==> src/rtl/rom_seq.sv <==
// rom_seq: registered lookup-table sequencer. Streams a run of constant
// table words over a valid/ready output with wrap-around addressing,
// optional looping and synchronous abort.
// Define ROM_SEQ_CSUM_EN to build the running checksum of accepted words;
// without it csum is tied to zero.
module rom_seq #(
    parameter int N = 3,
    parameter int O = 14
) (
    input  logic         clk,
    input  logic         rst,
    input  logic         start,
    input  logic [N-1:0] base,
    input  logic [N:0]   len,
    input  logic         loop,
    input  logic         stop,
    output logic [O-1:0] out_data,
    output logic         out_valid,
    input  logic         out_ready,
    output logic         busy,
    output logic         done,
    output logic [O-1:0] csum
);

    typedef enum logic [1:0] {IDLE, RUN, LAST} state_t;

    state_t       state, state_d;
    logic [N-1:0] addr, addr_d, base_q, base_d;
    logic [N:0]   rem, rem_d, len_q, len_d;
    logic         loop_q, loop_d;
    logic [O-1:0] data_d;
    logic         valid_d, done_d;
    logic         accept, free;

    // Constant table; any address beyond the eight defined entries reads 9998.
    function automatic logic [O-1:0] rom_word(input logic [N-1:0] a);
        logic [13:0] w;
        case (32'(a))
            32'd0:   w = 14'd1;
            32'd1:   w = 14'd17;
            32'd2:   w = 14'd23;
            32'd3:   w = 14'd57;
            32'd4:   w = 14'd234;
            32'd5:   w = 14'd9;
            32'd6:   w = 14'd4878;
            32'd7:   w = 14'd9999;
            default: w = 14'd9998;
        endcase
        return O'(w);
    endfunction

    assign accept = out_valid & out_ready;
    assign free   = ~out_valid | out_ready;
    assign busy   = (state != IDLE);

    // Next-state and next-value logic for the sequencer and output register.
    always_comb begin
        state_d = state;
        addr_d  = addr;
        rem_d   = rem;
        base_d  = base_q;
        len_d   = len_q;
        loop_d  = loop_q;
        data_d  = out_data;
        valid_d = out_valid;
        done_d  = 1'b0;
        case (state)
            IDLE: begin
                if (start) begin
                    if (len != '0) begin
                        base_d  = base;
                        len_d   = len;
                        loop_d  = loop;
                        addr_d  = base;
                        rem_d   = len;
                        state_d = RUN;
                    end else begin
                        done_d = 1'b1;
                    end
                end
            end
            RUN: begin
                if (stop) begin
                    valid_d = 1'b0;
                    state_d = IDLE;
                end else if (free) begin
                    data_d  = rom_word(addr);
                    valid_d = 1'b1;
                    addr_d  = addr + 1'b1;
                    rem_d   = rem - 1'b1;
                    if (rem == (N+1)'(1)) begin
                        if (loop_q) begin
                            addr_d = base_q;
                            rem_d  = len_q;
                        end else begin
                            state_d = LAST;
                        end
                    end
                end
            end
            LAST: begin
                if (stop) begin
                    valid_d = 1'b0;
                    state_d = IDLE;
                end else if (accept) begin
                    valid_d = 1'b0;
                    done_d  = 1'b1;
                    state_d = IDLE;
                end
            end
            default: state_d = IDLE;
        endcase
    end

    // State, run parameters and output register.
    always_ff @(posedge clk or posedge rst) begin
        if (rst) begin
            state     <= IDLE;
            addr      <= '0;
            rem       <= '0;
            base_q    <= '0;
            len_q     <= '0;
            loop_q    <= 1'b0;
            out_data  <= '0;
            out_valid <= 1'b0;
            done      <= 1'b0;
        end else begin
            state     <= state_d;
            addr      <= addr_d;
            rem       <= rem_d;
            base_q    <= base_d;
            len_q     <= len_d;
            loop_q    <= loop_d;
            out_data  <= data_d;
            out_valid <= valid_d;
            done      <= done_d;
        end
    end

`ifdef ROM_SEQ_CSUM_EN
    logic [O-1:0] csum_q;
    logic         csum_clr, csum_add;

    // An abort discards the pending word, so a stop cycle never adds.
    assign csum_clr = (state == IDLE) & start;
    assign csum_add = (state != IDLE) & ~stop & accept;

    // Running modulo-2^O sum of accepted words, cleared on start.
    always_ff @(posedge clk or posedge rst) begin
        if (rst) begin
            csum_q <= '0;
        end else if (csum_clr) begin
            csum_q <= '0;
        end else if (csum_add) begin
            csum_q <= csum_q + out_data;
        end
    end

    assign csum = csum_q;
`else
    assign csum = '0;
`endif

endmodule

==> config.mk <==
export PLATFORM = sky130hd
export DESIGN_NAME = rom_seq
export DESIGN_NICKNAME = d
export VERILOG_FILES = /design/src/rtl/rom_seq.sv
export SDC_FILE = /design/constraint.sdc
export NUM_CORES = 1
export LEC_CHECK = 0
export ABC_AREA = 1
export CAP_MARGIN = 15
export CORE_ASPECT_RATIO = 1.4
export CORE_MARGIN = 4
export CORE_UTILIZATION = 53
export CTS_CLUSTER_SIZE = 20
export DETAILED_ROUTE_END_ITERATION = 16
export HOLD_SLACK_MARGIN = 0.08
export PLACE_DENSITY_LB_ADDON = 0.2
export RECOVER_POWER = 50
export SLEW_MARGIN = 20
export SYNTH_ARGS = -nofsm -noshare
export SYNTH_HDL_FRONTEND = slang
export SYNTH_SLANG_ARGS = --single-unit
export TNS_END_PERCENT = 100
==> constraint.sdc <==
create_clock -name clk -period 2.8 [get_ports clk]
set_input_delay 0.7 -clock clk [delete_from_list [all_inputs] [get_ports clk]]
set_output_delay 0.7 -clock clk [all_outputs]
set_load 0.02 [all_outputs]
After elaboration in Yosys (flattened, before gate mapping). Memories as Yosys holds them, arrays and structs flattened. A register that Yosys moved wholly into a read port is not among the register bits. Cells that the tools add are included.

Bits in read-only memories: 104. Word-level logic and storage cells: 70. Register bits: 33. Memories: 1. Output and inout port bits: 31.

Multiplexer cells: 33. Reduce and logical (&&, ||, !) cells: 10. Equality and inequality tests: 11. Bitwise logic cells: 4. Add/subtract/negate cells: 2.

Memories: (name not given) (words 8, width 13, read ports 1, clocked after memory_dff 1, write ports 0, line 38) `case (32'(a))`.

Operator list (count): 4-bit two-way mux (6); 3-bit two-way mux (6); 2-bit two-way mux (8); 3-bit != test, second input constant (4); 3-bit AND reduction (3); 1-bit two-way mux (8); 2-bit != test, second input constant (4); 4-bit case mux with 2 select lines (1); 2-bit case mux with 3 select lines (1); 3-bit case mux with 2 select lines (1); 6-bit AND reduction (1); 2-bit nonzero test (3); 5-bit AND reduction (1); 4-bit by 1-bit == test with 1-bit output, second input constant (1); 1-bit case mux with 2 select lines (2); 4-bit nonzero test (1); 4-bit by 1-bit subtractor with 4-bit output, second input constant (1); 3-bit by 1-bit adder with 3-bit output, second input constant (1); 2-bit by 1-bit == test with 1-bit output, second input constant (1); 2-bit == test, second input constant (1); 2-bit zero test (1); 1-bit NOT (2); 1-bit AND (1); 1-bit OR (1).

Logic depth before layout (Yosys ltp).
Depth in word-level cells: 6. Depth in mapped cells: 9.

Worst setup path before layout. Ideal clock, no wire load.

Path type: flip-flop to output port. Start point: register state[0]. End point: output busy. Data arrival time: 0.747 ns. Data required time: 2.100 ns. Stages on the path, launching flop included: 3. Setup slack: 1.353 ns. Path buffers: 0. Path through: dfrtp_1 -> nor2_2 -> inv_1.

Cells in the longest elaborated chain, start to end: 1.

RTL lines: from (decl) (line 27) `state_t state, state_d;`; from (signal assigned) (line 128) `state <= state_d;`; 2-bit nonzero test (line 54) `assign busy = (state != IDLE);`; to (decl) (line 20) `output logic busy,`.

Every way passes these cells.

Worst setup path after layout. Same ends and word-level chain as after synthesis.

==> flow_summary.ini <==
[outcome]
status = finished with violations
violations = capacitance limit, slew limit

[routing]
dr.pass1.iters = 4
drcViolationCount = 0
viasPerCell = 4.89
ant_nets = 0
drtIter0Drc = 44
wl_um = 3340
vias = 1437
wl_per_cell_um = 11.4

[critical_path]
crit_start = state[0]$_DFFE_PP0P_
worstSetupPathType = reg2out
rrSetupSlack_ns = 0.99
crit_required_ns = 2.10
startpoint_type = register
setup.worst_path.end_class = output pin
r2r-start = state[1]$_DFFE_PP0P_
crit_arrival_ns = 1.54
critical_path.max_fanout = 4

[synthesis]
synthTopCellsByArea = dfrtp_1, nand2_1, buf_4
synth_seq_cells = 29
netlist.area_leader.share_pct = 40.6
yosysSeqAreaShare_pct = 40.6
avgSynthCellArea_sq_um = 7.91
synth_top_area_cell = dfrtp_1
yosysWarnings = 0
synth-main-ff-cell = dfrtp_1
syn_inst = 226
syn_area_sq_um = 1790
ys_types = 30
synth_edf_count = 0
synthArstFlopShare_pct = 100

[placed_design]
gp_congestion = 0.815
dp_hpwl_um = 2560
portBuffers = 28
place_inst = 286
place_area_sq_um = 2010

[floorplanning]
ios = 44
num_rows = 24
core_area_sq_um = 3180
start_util_pct = 56.2
fp.dieW_um = 57.1
dieArea_sq_um = 4380
floorplan.die.height_um = 76.7

[timing]
slew_violations = 30
tns_ns = 0
tightest_slew_ns = 1.55
rsz0062_at_grt = no
hold_violations = 0
clock_skew_ns = 0.00644
finalCriticalPeriod_ns = 2.24
period_share_pct = 80.0
slew_headroom_pct = -3.35
setup_violations = 0
fmax_ghz = 0.446

[cells_and_area]
syn_to_final_growth_pct = 18.8
fin_cells = 294
final_area_sq_um = 2120
drive_gt1_share_pct = 9.02
final_net_count = 275
diodes = 0

[clock_network]
hold_buffers = 0
clk_latency_ns = 0.28
cts_made_buffers = 5
cts.sinks = 29
ctsResizeCount = 0
cts_tree = done
clk_pin_slew_ns = 0.06
cts_max_level = 2
clockBufferDepth = 2
root_buffer = clkbuf_8
cts_setup_buffers = 0

[run]
cap_violations = 1

[global_route]
grt_pass1_wl_um = 6070
grtUsageTotal_pct = 17.6
antenna_found_initial = 0
grt-ovfl-total = 0
grt_max_degree = 30
grt_pass1_vias = 1449

[power_and_ir_drop]
p_per_area_nw_per_um2 = 1180
ir_drop_uv = 952
p_leak_nw = 1.08

[min_path]
worst_hold_startpoint = out_data[12]$_DFFE_PP0P_
hp-class = reg2reg
[cells in the mapped netlist (3+ instances only)]
cell,number
nand2_4,3
nand4_1,7
a21oi_1,9
buf_4,18
dfrtp_1,29
nor2_1,18
nand3_1,9
nand2_1,68
o21ai_1,4
o21ai_2,3
inv_1,26
ha_1,8
[path summary, 6_finish.rpt]
path / to / cells past startpoint
min in group asynchronous: out_data[7]$_DFFE_PP0P_ / 3
min: out_data[12]$_DFFE_PP0P_ / 2
max in group asynchronous: rem[3]$_DFFE_PP0P_ / 3
max reg2reg: addr[1]$_DFFE_PP0P_ / 8
max: busy / 3
min reg2reg: out_data[12]$_DFFE_PP0P_ / 2
[where the power goes]
part,internal (mW),leakage [nW],switching (mW)
clock network,0.353,0.0681,0.158
registers,0.612,0.351,0.169
logic,0.487,0.666,0.728
[layout make-up]
class / count / area, sq um
Clock buffer: 5 / 68.8
Timing Repair Buffer: 29 / 284
Inverter: 29 / 116
Multi-Input combinational cell: 160 / 816
Sequential cell: 29 / 726
Clock inverter: 3 / 65.1
Fill cell: 304 / 1060
Tap cell: 39 / 48.8
[cell families after synthesis]
kind of cell               Yosys count  share of synthesized area [%]
AOI/OAI and AO/OA                   24                           8.40
xor gates and xnor gates             1                          0.490
adders and majority gates            8                           5.60
buffers and inverters               51                           15.9
DFF                                 29                           40.6
other                                1                          0.210
and+or+nand+nor                    112                           28.8
[metrics by stage]
| step | hold slack, ns | total power [mW] | worst slack, ns | utilization (%) |
|---|---|---|---|---|
| 4_1_cts | 0.483 | 2.56 | 0.532 | 67.3 |
| 2_1_floorplan | 0.459 | 1.69 | 1.35 | - |
| 5_1_grt | 0.501 | 2.76 | 0.308 | 66.7 |
| 6_report | 0.477 | 2.51 | 0.560 | 66.7 |
| 3_5_place_dp | 0.468 | 2.03 | 0.709 | 63.1 |
| 3_3_place_gp | 0.465 | 2.01 | 0.724 | 63.1 |
[sequential cells by signal, indices dropped and copies added (netlist names)]
name	cells
addr	3
base_q	3
done	1
len_q	4
loop_q	1
out_data	10
out_valid	1
rem	4
state	2
[critical path: stages (launching register included)]
cell and delay [ns]:
dfrtp_1 0.44, nor2_2 0.23, inv_1 0.06, clkdlybuf4s50_1 0.53
[cells in the final DEF, fill, tap and decap left out, drive strengths merged]
cell,count
nand3,11
o31ai,1
nand2,71
nand3b,1
nor2,22
ha,8
o21bai,1
o32ai,1
clkinv,2
inv,28
conb,15
nand4,7
bufinv,2
dfrtp,29
dlygate4sd3,2
a21oi,11
a31oi,2
o21ai,8
clkbuf,6
xnor2,1
clkdlybuf4s50,26
[layer usage]
layer,vias to the layer above,track usage [%],wire [um]
met5,-,0,0
met4,0,10.9,160
met3,17,4.87,167
met2,40,30.4,1690
met1,646,18.3,1330
li1,734,-,-
(Power assumes the default switching activity.)
